--- config.mk ---
export PLATFORM = sky130hd
export DESIGN_NAME = l1_threshold_servo
export DESIGN_NICKNAME = d
export VERILOG_FILES = /design/src/rtl/l1_threshold_servo.sv
export SDC_FILE = /design/constraint.sdc
export NUM_CORES = 1
export LEC_CHECK = 0
export BUFFER_PORTS_ARGS = -buffer_cell sky130_fd_sc_hd__clkbuf_2
export CAP_MARGIN = 20
export CORE_ASPECT_RATIO = 1.2
export CORE_MARGIN = 2
export CORE_UTILIZATION = 61
export DETAILED_ROUTE_END_ITERATION = 8
export HOLD_SLACK_MARGIN = 0.05
export PLACE_DENSITY = 0.84
export SYNTH_ARGS = -nofsm -noshare
export SYNTH_HDL_FRONTEND = slang
export SYNTH_SLANG_ARGS = --single-unit
--- constraint.sdc ---
create_clock -name wb_clk_i -period 11.9 [get_ports wb_clk_i]
set_input_delay 2.38 -clock wb_clk_i [delete_from_list [all_inputs] [get_ports wb_clk_i]]
set_output_delay 2.38 -clock wb_clk_i [all_outputs]
set_load 0.01 [all_outputs]
--- src/rtl/l1_threshold_servo.sv ---
// l1_threshold_servo: Wishbone host that servos per-beam L1 trigger thresholds
// toward a target count rate. Each servo cycle starts a count, polls for done,
// then per beam reads the count, steps the threshold, writes and loads it, and
// finally applies all thresholds together.
// Optional ack watchdog: define L1_THRESH_SERVO_WB_TIMEOUT_EN.
module l1_threshold_servo #(
    parameter int unsigned NBEAMS         = 2,
    parameter logic [17:0] INIT_THRESH    = 18'd4096,
    parameter logic [17:0] THRESH_MIN     = 18'd16,
    parameter logic [17:0] THRESH_MAX     = 18'h3FFFF,
    parameter int unsigned POLL_INTERVAL  = 1024,
    parameter int unsigned TIMEOUT_CLOCKS = 64
) (
    input  logic                 wb_clk_i,
    input  logic                 wb_rst_i,
    input  logic                 enable_i,
    input  logic [31:0]          target_i,
    input  logic [31:0]          tol_i,
    input  logic [17:0]          step_i,
    output logic                 wb_cyc_o,
    output logic                 wb_stb_o,
    output logic                 wb_we_o,
    output logic [21:0]          wb_adr_o,
    output logic [31:0]          wb_dat_o,
    output logic [3:0]           wb_sel_o,
    input  logic [31:0]          wb_dat_i,
    input  logic                 wb_ack_i,
    input  logic                 wb_err_i,
    input  logic                 wb_rty_i,
    output logic                 busy_o,
    output logic                 cycle_done_o,
    output logic                 err_o,
    output logic [NBEAMS*18-1:0] thresh_o
);

    typedef enum logic [3:0] {
        S_IDLE, S_START, S_WAIT, S_POLL, S_RDCNT,
        S_ADJ, S_WRTHR, S_LOAD, S_APPLY, S_FIN
    } state_t;

    state_t               state_q, state_d;
    logic                 cyc_q, cyc_d;
    logic                 we_q, we_d;
    logic [21:0]          adr_q, adr_d;
    logic [31:0]          dat_q, dat_d;
    logic [3:0]           sel_q, sel_d;
    logic                 busy_q, busy_d;
    logic                 cycle_done_q, cycle_done_d;
    logic                 err_q, err_d;
    logic [NBEAMS*18-1:0] thresh_q, thresh_d;
    logic [7:0]           beam_q, beam_d;
    logic [31:0]          wait_cnt_q, wait_cnt_d;
    logic [31:0]          count_q, count_d;
    logic [31:0]          target_q, target_d;
    logic [31:0]          tol_q, tol_d;
    logic [17:0]          step_q, step_d;
`ifdef L1_THRESH_SERVO_WB_TIMEOUT_EN
    logic [31:0]          to_cnt_q, to_cnt_d;
`endif

    logic                 is_bus_s;
    logic                 bus_we_s;
    logic [21:0]          bus_adr_s;
    logic [31:0]          bus_dat_s;
    logic [3:0]           bus_sel_s;
    logic [17:0]          cur_thr_s;
    logic [17:0]          new_thr_s;
    logic [32:0]          sum_hi_s;
    logic [31:0]          band_hi_s;
    logic [31:0]          band_lo_s;
    logic [18:0]          up_s;
    logic [18:0]          dn_s;

    assign wb_cyc_o     = cyc_q;
    assign wb_stb_o     = cyc_q;
    assign wb_we_o      = we_q;
    assign wb_adr_o     = adr_q;
    assign wb_dat_o     = dat_q;
    assign wb_sel_o     = sel_q;
    assign busy_o       = busy_q;
    assign cycle_done_o = cycle_done_q;
    assign err_o        = err_q;
    assign thresh_o     = thresh_q;

    // Select the threshold of the beam currently being serviced.
    always_comb begin
        cur_thr_s = 18'd0;
        for (int i = 0; i < int'(NBEAMS); i++) begin
            if (beam_q == 8'(i)) begin
                cur_thr_s = thresh_q[i*18 +: 18];
            end else begin
                cur_thr_s = cur_thr_s;
            end
        end
    end

    // Dead-band edges and saturating threshold step for the ADJ state.
    always_comb begin
        sum_hi_s  = {1'b0, target_q} + {1'b0, tol_q};
        band_hi_s = sum_hi_s[32] ? 32'hFFFF_FFFF : sum_hi_s[31:0];
        band_lo_s = (target_q >= tol_q) ? (target_q - tol_q) : 32'd0;
        up_s      = {1'b0, cur_thr_s} + {1'b0, step_q};
        dn_s      = {1'b0, cur_thr_s} - {1'b0, step_q};
        if (count_q > band_hi_s) begin
            new_thr_s = (up_s > {1'b0, THRESH_MAX}) ? THRESH_MAX : up_s[17:0];
        end else if (count_q < band_lo_s) begin
            new_thr_s = (dn_s[18] || (dn_s[17:0] < THRESH_MIN)) ? THRESH_MIN : dn_s[17:0];
        end else begin
            new_thr_s = cur_thr_s;
        end
    end

    // Transfer attributes presented by each bus-issuing state.
    always_comb begin
        is_bus_s  = 1'b1;
        bus_we_s  = 1'b0;
        bus_adr_s = 22'd0;
        bus_dat_s = 32'd0;
        bus_sel_s = 4'b1111;
        case (state_q)
            S_START: begin
                bus_we_s  = 1'b1;
                bus_sel_s = 4'b0001;
                bus_dat_s = 32'd1;
            end
            S_POLL: begin
                bus_we_s  = 1'b0;
            end
            S_RDCNT: begin
                bus_adr_s = 22'h000100 | {14'd0, beam_q};
            end
            S_WRTHR: begin
                bus_we_s  = 1'b1;
                bus_adr_s = 22'h000100 | {14'd0, beam_q};
                bus_sel_s = 4'b0111;
                bus_dat_s = {14'd0, cur_thr_s};
            end
            S_LOAD: begin
                bus_we_s  = 1'b1;
                bus_adr_s = 22'h000200 | {14'd0, beam_q};
                bus_sel_s = 4'b0010;
                bus_dat_s = 32'd1;
            end
            S_APPLY: begin
                bus_we_s  = 1'b1;
                bus_sel_s = 4'b0010;
                bus_dat_s = 32'd2;
            end
            default: begin
                is_bus_s  = 1'b0;
                bus_sel_s = 4'b0000;
            end
        endcase
    end

`ifdef L1_THRESH_SERVO_WB_TIMEOUT_EN
    // Watchdog counts clocks while a transfer is outstanding; restarts per transfer.
    always_comb begin
        if (cyc_q) begin
            to_cnt_d = to_cnt_q + 32'd1;
        end else begin
            to_cnt_d = 32'd0;
        end
    end
`endif

    // Servo sequencer: next-state, bus handshake and threshold update.
    always_comb begin
        state_d      = state_q;
        cyc_d        = cyc_q;
        we_d         = we_q;
        adr_d        = adr_q;
        dat_d        = dat_q;
        sel_d        = sel_q;
        cycle_done_d = 1'b0;
        err_d        = err_q;
        thresh_d     = thresh_q;
        beam_d       = beam_q;
        wait_cnt_d   = wait_cnt_q;
        count_d      = count_q;
        target_d     = target_q;
        tol_d        = tol_q;
        step_d       = step_q;

        if (is_bus_s) begin
            if (!cyc_q) begin
                cyc_d = 1'b1;
                we_d  = bus_we_s;
                adr_d = bus_adr_s;
                dat_d = bus_dat_s;
                sel_d = bus_sel_s;
            end else if (wb_err_i) begin
                cyc_d   = 1'b0;
                err_d   = 1'b1;
                state_d = S_IDLE;
            end else if (wb_rty_i) begin
                // Drop for one idle cycle; the same state re-raises the transfer.
                cyc_d = 1'b0;
            end else if (wb_ack_i) begin
                cyc_d = 1'b0;
                case (state_q)
                    S_START: begin
                        target_d   = target_i;
                        tol_d      = tol_i;
                        step_d     = step_i;
                        wait_cnt_d = 32'd0;
                        state_d    = S_WAIT;
                    end
                    S_POLL: begin
                        if (wb_dat_i[0]) begin
                            beam_d  = 8'd0;
                            state_d = S_RDCNT;
                        end else begin
                            wait_cnt_d = 32'd0;
                            state_d    = S_WAIT;
                        end
                    end
                    S_RDCNT: begin
                        count_d = wb_dat_i;
                        state_d = S_ADJ;
                    end
                    S_WRTHR: begin
                        state_d = S_LOAD;
                    end
                    S_LOAD: begin
                        if (beam_q == 8'(NBEAMS - 1)) begin
                            state_d = S_APPLY;
                        end else begin
                            beam_d  = beam_q + 8'd1;
                            state_d = S_RDCNT;
                        end
                    end
                    S_APPLY: begin
                        cycle_done_d = 1'b1;
                        state_d      = S_FIN;
                    end
                    default: begin
                        state_d = S_IDLE;
                    end
                endcase
`ifdef L1_THRESH_SERVO_WB_TIMEOUT_EN
            end else if (to_cnt_q == 32'(TIMEOUT_CLOCKS - 1)) begin
                cyc_d   = 1'b0;
                err_d   = 1'b1;
                state_d = S_IDLE;
`endif
            end else begin
                cyc_d = 1'b1;
            end
        end else begin
            case (state_q)
                S_IDLE: begin
                    if (enable_i) begin
                        state_d = S_START;
                    end else begin
                        state_d = S_IDLE;
                    end
                end
                S_WAIT: begin
                    if (wait_cnt_q == 32'(POLL_INTERVAL - 1)) begin
                        state_d = S_POLL;
                    end else begin
                        wait_cnt_d = wait_cnt_q + 32'd1;
                    end
                end
                S_ADJ: begin
                    for (int i = 0; i < int'(NBEAMS); i++) begin
                        if (beam_q == 8'(i)) begin
                            thresh_d[i*18 +: 18] = new_thr_s;
                        end else begin
                            thresh_d[i*18 +: 18] = thresh_q[i*18 +: 18];
                        end
                    end
                    state_d = S_WRTHR;
                end
                S_FIN: begin
                    state_d = S_IDLE;
                end
                default: begin
                    state_d = S_IDLE;
                end
            endcase
        end

        busy_d = (state_d != S_IDLE);
    end

    // State and registered outputs, synchronous reset.
    always_ff @(posedge wb_clk_i) begin
        if (wb_rst_i) begin
            state_q      <= S_IDLE;
            cyc_q        <= 1'b0;
            we_q         <= 1'b0;
            adr_q        <= 22'd0;
            dat_q        <= 32'd0;
            sel_q        <= 4'd0;
            busy_q       <= 1'b0;
            cycle_done_q <= 1'b0;
            err_q        <= 1'b0;
            thresh_q     <= {NBEAMS{INIT_THRESH}};
            beam_q       <= 8'd0;
            wait_cnt_q   <= 32'd0;
            count_q      <= 32'd0;
            target_q     <= 32'd0;
            tol_q        <= 32'd0;
            step_q       <= 18'd0;
`ifdef L1_THRESH_SERVO_WB_TIMEOUT_EN
            to_cnt_q     <= 32'd0;
`endif
        end else begin
            state_q      <= state_d;
            cyc_q        <= cyc_d;
            we_q         <= we_d;
            adr_q        <= adr_d;
            dat_q        <= dat_d;
            sel_q        <= sel_d;
            busy_q       <= busy_d;
            cycle_done_q <= cycle_done_d;
            err_q        <= err_d;
            thresh_q     <= thresh_d;
            beam_q       <= beam_d;
            wait_cnt_q   <= wait_cnt_d;
            count_q      <= count_d;
            target_q     <= target_d;
            tol_q        <= tol_d;
            step_q       <= step_d;
`ifdef L1_THRESH_SERVO_WB_TIMEOUT_EN
            to_cnt_q     <= to_cnt_d;
`endif
        end
    end

endmodule

Word level (Yosys, flattened, before mapping)
Index checks and enable logic that the tools add are counted.

cells by class
  add/subtract/negate cells = 6
  multipliers = 0
  divide/modulo/power cells = 0
  $lt $le $gt $ge = 5
  equality and inequality tests = 19
  shifts and indexed selects = 0
  muxes and demuxes = 41
  bitwise logic cells = 5
  reduce and logical (&&, ||, !) cells = 21

operators with widths
  operator                                                          number
  2-to-1 mux 32 bit                                                 10
  2-to-1 mux 18 bit                                                 6
  one-hot mux 32 bit (2 select lines)                               1
  one-hot mux 18 bit (3 select lines)                               1
  adder 32 x 32 -> 33 bit                                           1
  adder 32 x 1 -> 32 bit (second input constant)                    1
  equality test 32 x 10 -> 1 bit (second input constant)            1
  >= comparator 32 bit                                              1
  greater-than comparator 32 bit                                    1
  < comparator 32 bit                                               1
  subtractor 32 bit                                                 1
  2-to-1 mux 4 bit                                                  7
  one-hot mux 4 bit (6 select lines)                                1
  one-hot mux 10 bit (2 select lines)                               1
  adder 18 x 18 -> 19 bit                                           1
  greater-than comparator 19 x 18 -> 1 bit (second input constant)  1
  subtractor 18 x 18 -> 19 bit                                      1
  < comparator 18 x 5 -> 1 bit (second input constant)              1
  equality test 4 x 3 -> 1 bit (second input constant)              4
  2-to-1 mux 8 bit                                                  2
  one-hot mux 4 bit (4 select lines)                                1
  one-hot mux 8 bit (2 select lines)                                1
  AND reduction 8 bit                                               2
  inequality test 2 bit (second input constant)                     7
  other kinds (22)                                                  42

storage, ports and cells
  flip-flop bits (word level) = 257
  bits in latches = 0
  RAM bits = 0
  ROM bits = 0
  input port bits = 120
  memories kept = 0

Depth between registers and ports, before layout
  depth in word-level cells = 9
  mapped depth = 25
  mapped depth without buffers = 23

Least setup slack after synthesis
No wires, ideal clock.

  path kind = register -> register
  from = register target_q[1]
  to = register thresh_q[10] (netlist: thresh_o[10])
  setup time = 116 ps
  data arrival time = 5541 ps
  data required time = 11784 ps
  path slack = 6243 ps
  stages on the path, launching flop included = 23
  path buffers = 3
  cells stage by stage = dfxtp_1 > inv_1 > fa_1 > or2_2 > a221oi_1 > or4_1 > a31o_2 > a2111oi_4 > o311ai_2 > a2111oi_4 > o31ai_1 > buf_2 > nor2_1 > ha_1 > a2111o_1 > o311a_1 > o32a_1 > o21a_1 > clkbuf_1 > clkbuf_1 > a21oi_1 > o21ai_0 > a31o_2

on the way
  cells in the longest elaborated chain, start to end = 5
  elaborated cells on any way between the ends = 9
  classes of those cells = add/sub (2); order compare (3); mux (4)

RTL lines
  what                                                       line  source
  start: declaration                                         54    logic [31:0] target_q, target_d;
  start signal: assignment                                   324   target_q <= target_d;
  subtractor 32 bit or >= comparator 32 bit (tied branches)  101   band_lo_s = (target_q >= tol_q) ? (target_q - tol_q) : 32'd0;
  2-to-1 mux 32 bit                                          101
  < comparator 32 bit                                        106   end else if (count_q < band_lo_s) begin
  2-to-1 mux 18 bit                                          106
  2-to-1 mux 18 bit (*)                                      104   if (count_q > band_hi_s) begin
  end signal: assignment                                     300   thresh_q <= {NBEAMS{INIT_THRESH}};
  end signal: assignment                                     320   thresh_q <= thresh_d;
  end: declaration                                           50    logic [NBEAMS*18-1:0] thresh_q, thresh_d;

Mark *: on every way between the ends. The rest lies on a longest branch, timed or not.
A chain may end at the register's enable or synchronous reset.

Worst setup path after layout
  from = register beam_q[4]
  to = register thresh_q[21] (netlist: thresh_o[21])

on the way
  cells in the longest elaborated chain, start to end = 9
  elaborated cells on any way between the ends = 14
  classes of those cells = add/sub (2); order compare (2); eq/ne (1); mux (6); reduce/logical (3)

RTL lines
  what                            line  source
  start: declaration              51    logic [7:0] beam_q, beam_d;
  start signal: assignment        321   beam_q <= beam_d;
  zero test 8 bit                 89    if (beam_q == 8'(i)) begin
  2-to-1 mux 18 bit (2 in a row)  89
  subtractor 18 x 18 -> 19 bit    103   dn_s = {1'b0, cur_thr_s} - {1'b0, step_q};
  < comparator 18 x 5 -> 1 bit    107   new_thr_s = (dn_s[18] || (dn_s[17:0] < THRESH_MIN)) ? THRESH_MIN : dn_s[17:0];
  logical OR 1 bit                107
  2-to-1 mux 18 bit               107
  2-to-1 mux 18 bit               106
  2-to-1 mux 18 bit               104

Several ways; a longest one is shown, not always the timed one.

==> summary.md <==
| Metric | Value |
|---|---|
| DR vias/cell | `6.173` |
| Register bit total from synthesis | `231` |
| Crit Path Category | `reg2reg` |
| Global Route Usage Sum | `34.25%` |
| Fin crit period | `6587 ps` |
| Initial antenna violation count | `0` |
| Final Max Tran Viols | `0` |
| RSZ-0062 raised after global routing | `no` |
| DPL Wire Length | `39,170 µm` |
| Worst hold path class | `reg2reg` |
| Post-CTS setup buffer count | `0` |
| Fillers | `2,297` |
| TritonCTS clock tree | `yes` |
| Starting Density | `62.12%` |
| Top FF cell, synth | `dfxtp_1` |
| P per Cell Area | `99.91 nW/µm²` |
| Cell Area, Synth | `16,880 µm²` |
| Pleak | `0.007960 µW` |
| TNS Setup | `0 ps` |
| CTS sink count | `231` |
| Pin count of the biggest net entering global routing | `115` |
| CP startpoint kind | `register` |
| Pre-CTS setup slack | `4809 ps` |
| Routability cong. | `0.9701` |
| Number of synthesized flops with an enable pin | `0` |
| Post-synth top cells | `nand2_1 (365), a21oi_1 (248), dfxtp_1 (231), nor2_1 (226), ha_1 (168)` |
| Post-synth ARST share | `0%` |
| Drt total wl | `51,270 µm` |
| Post-DRT Antenna Nets | `0` |
| Final hold viol count | `0` |
| First-pass GRT wire length | `80,220 µm` |
| Gr ovfl total | `0` |
| WL per Instance | `18.70 µm` |
| Drt pass-1 iters | `6` |
| Cells after Synth | `2,265` |
| Synth top area share | `27.40%` |
| # IOs | `220` |
| Max Fanout on Critical Path | `22` |
| Root buf cell | `clkbuf_16` |
| Cell taking the most area after synthesis | `dfxtp_1` |
| DRC Markers | `0` |
| Status | `completed` |
| PortBufs | `193` |
| Post-CTS Resized | `0` |
| Layout cells sized above 1 | `12.20%` |
| Setup Viol. Count Final | `0` |
| # diodes | `0` |
| Required time worst endpoint | `12,310 ps` |
| Clock transition at the registers of the reported paths | `60 ps` |
| Synth warnings | `0` |
| Nets | `2,675` |
| Worst slew pin tran | `1070 ps` |
| Worst Skew | `15.28 ps` |
| Worst ir drop on vdd | `0.0001110 V` |
| Die Area | `29,020 µm²` |
| Most frequent cell after synthesis | `nand2_1` |
| Fmax | `151.8 MHz` |
| Top post-synthesis cells by area | `dfxtp_1 (27%), ha_1 (12%), nand2_1 (8.1%)` |
| Hold_buf cts | `0` |
| H-Tree Depth | `1` |
| Row cnt | `66` |
| Die Y | `186.2 µm` |
| Vias | `16,930` |
| Area Overhead vs Synth | `10.92%` |
| Vias in the first global route | `16,110` |
| Tcrit/Tclk final | `55.35%` |
| Crit path DAT | `6990 ps` |
| Sequential area share after synthesis | `27.40%` |
| Core area | `27,170 µm²` |
| Num CTS Buffers | `25` |
| Die Wd | `155.8 µm` |
| Clock buffer depth | `3` |
| Distinct cells, synth | `80` |
| Relative slew slack | `28.22%` |
| Crit end category | `register` |
| DRC marker count from the first detailed-route iteration | `1,439` |
| Syn avg cell area | `7.451 µm²` |
| Clock Latency Late Sink | `550 ps` |
| Worst Slack Setup Final | `5313 ps` |
| Maximum capacitance violations | `0` |
## metal layers
| layer | track usage, % | vias up | routed length (µm) |
|---|---|---|---|
| met5 | 0 | - | 0 |
| met4 | 19.71 | 0 | 3331 |
| met3 | 5.005 | 193 | 3965 |
| met2 | 61.40 | 740 | 24610 |
| met1 | 38.97 | 7844 | 19360 |
| li1 | - | 8150 | - |
## critical path, cell delays in order, from the launching register on
cell	delay, ps
dfxtp_1	360
or4_1	520
nor3_1	420
and2_1	780
a22o_1	480
ha_1	430
a211oi_4	320
o21bai_2	140
a2111oi_4	490
nor2_1	150
o311ai_0	760
nand4_1	260
or4_1	820
a221oi_2	380
o31ai_1	130
## through the flow
stage          util (%)  total power (µW)  hold WS (ps)  cells  instance area, µm²
6_report          68.90              1870         472.5   2742               18720
5_1_grt           68.90              1933         493.2   2742               18720
4_1_cts           68.65              1866         475.6   2738               18650
3_5_place_dp      65.56              1084         464.2   2692               17810
3_3_place_gp      65.56              1079         458.9   2692               17810
2_1_floorplan         -              1007         445.0   2290               16970
## logic make-up (layout without fill, tap and decap cells)
group / count (synthesis) / in the layout / synth area share [%]
AOI/OAI and AO/OA: 607 / 607 / 24.03
xor gates and xnor gates: 89 / 89 / 4.619
adders and majority gates: 172 / 172 / 12.93
buffers and inverters: 263 / 375 / 6.650
DFF: 231 / 231 / 27.40
muxes: 5 / 5 / 0.3410
other: 1 / 26 / 0.02222
and+or+nand+nor: 897 / 897 / 24.01
## final cells by class
class / count / area [µm²] / area share (%)
multi-input combinational: 1796 / 11250 / 60.11
sequential: 231 / 4624 / 24.70
timing repair buffer: 209 / 1127 / 6.022
clock buffer: 39 / 758.2 / 4.050
inverter: 120 / 450.4 / 2.406
tap: 340 / 425.4 / 2.272
clock inverter: 7 / 81.33 / 0.4344
## sequential cells by signal, summed over array words and instances, names as in the netlist, 4 cells and up
name / cells
wb_dat_o: 18
tol_q: 32
count_q: 32
thresh_o: 36
wait_cnt_q: 32
beam_q: 8
target_q: 32
wb_sel_o: 4
step_q: 18
state_q: 4
wb_adr_o: 10
## cells in the final DEF (no fill, tap or decap), types with 40 or more instances in the layout
cell	synthesis	final
a21oi_1	248	248
clkbuf_2	0	192
dfxtp_1	231	231
ha_1	168	168
inv_1	120	120
nand2_1	365	364
nand3_1	56	56
nor2_1	226	226
nor3_1	57	57
o21ai_0	76	76
xnor2_1	49	49
xor2_1	40	40
## report_power, final
group          switching, µW  leakage, µW  internal (µW)
clock                    328     0.000413            461
sequential              6.03      0.00186            777
combinational            191      0.00569            107
total                    525      0.00796           1350
## path summary, 6_finish.rpt
path	slack [ps]	from	end	cells past startpoint
worst max-delay path	5310	beam_q[4]$_SDFFE_PP0P_	thresh_o[21]$_SDFFE_PP0P_	14
worst min-delay path	470	tol_q[18]$_SDFFE_PP0P_	tol_q[18]$_SDFFE_PP0P_	2
worst max register to register	5310	beam_q[4]$_SDFFE_PP0P_	thresh_o[21]$_SDFFE_PP0P_	14
worst min register to register	470	tol_q[18]$_SDFFE_PP0P_	tol_q[18]$_SDFFE_PP0P_	2
Note: power is estimated with default switching activity, not from simulation.
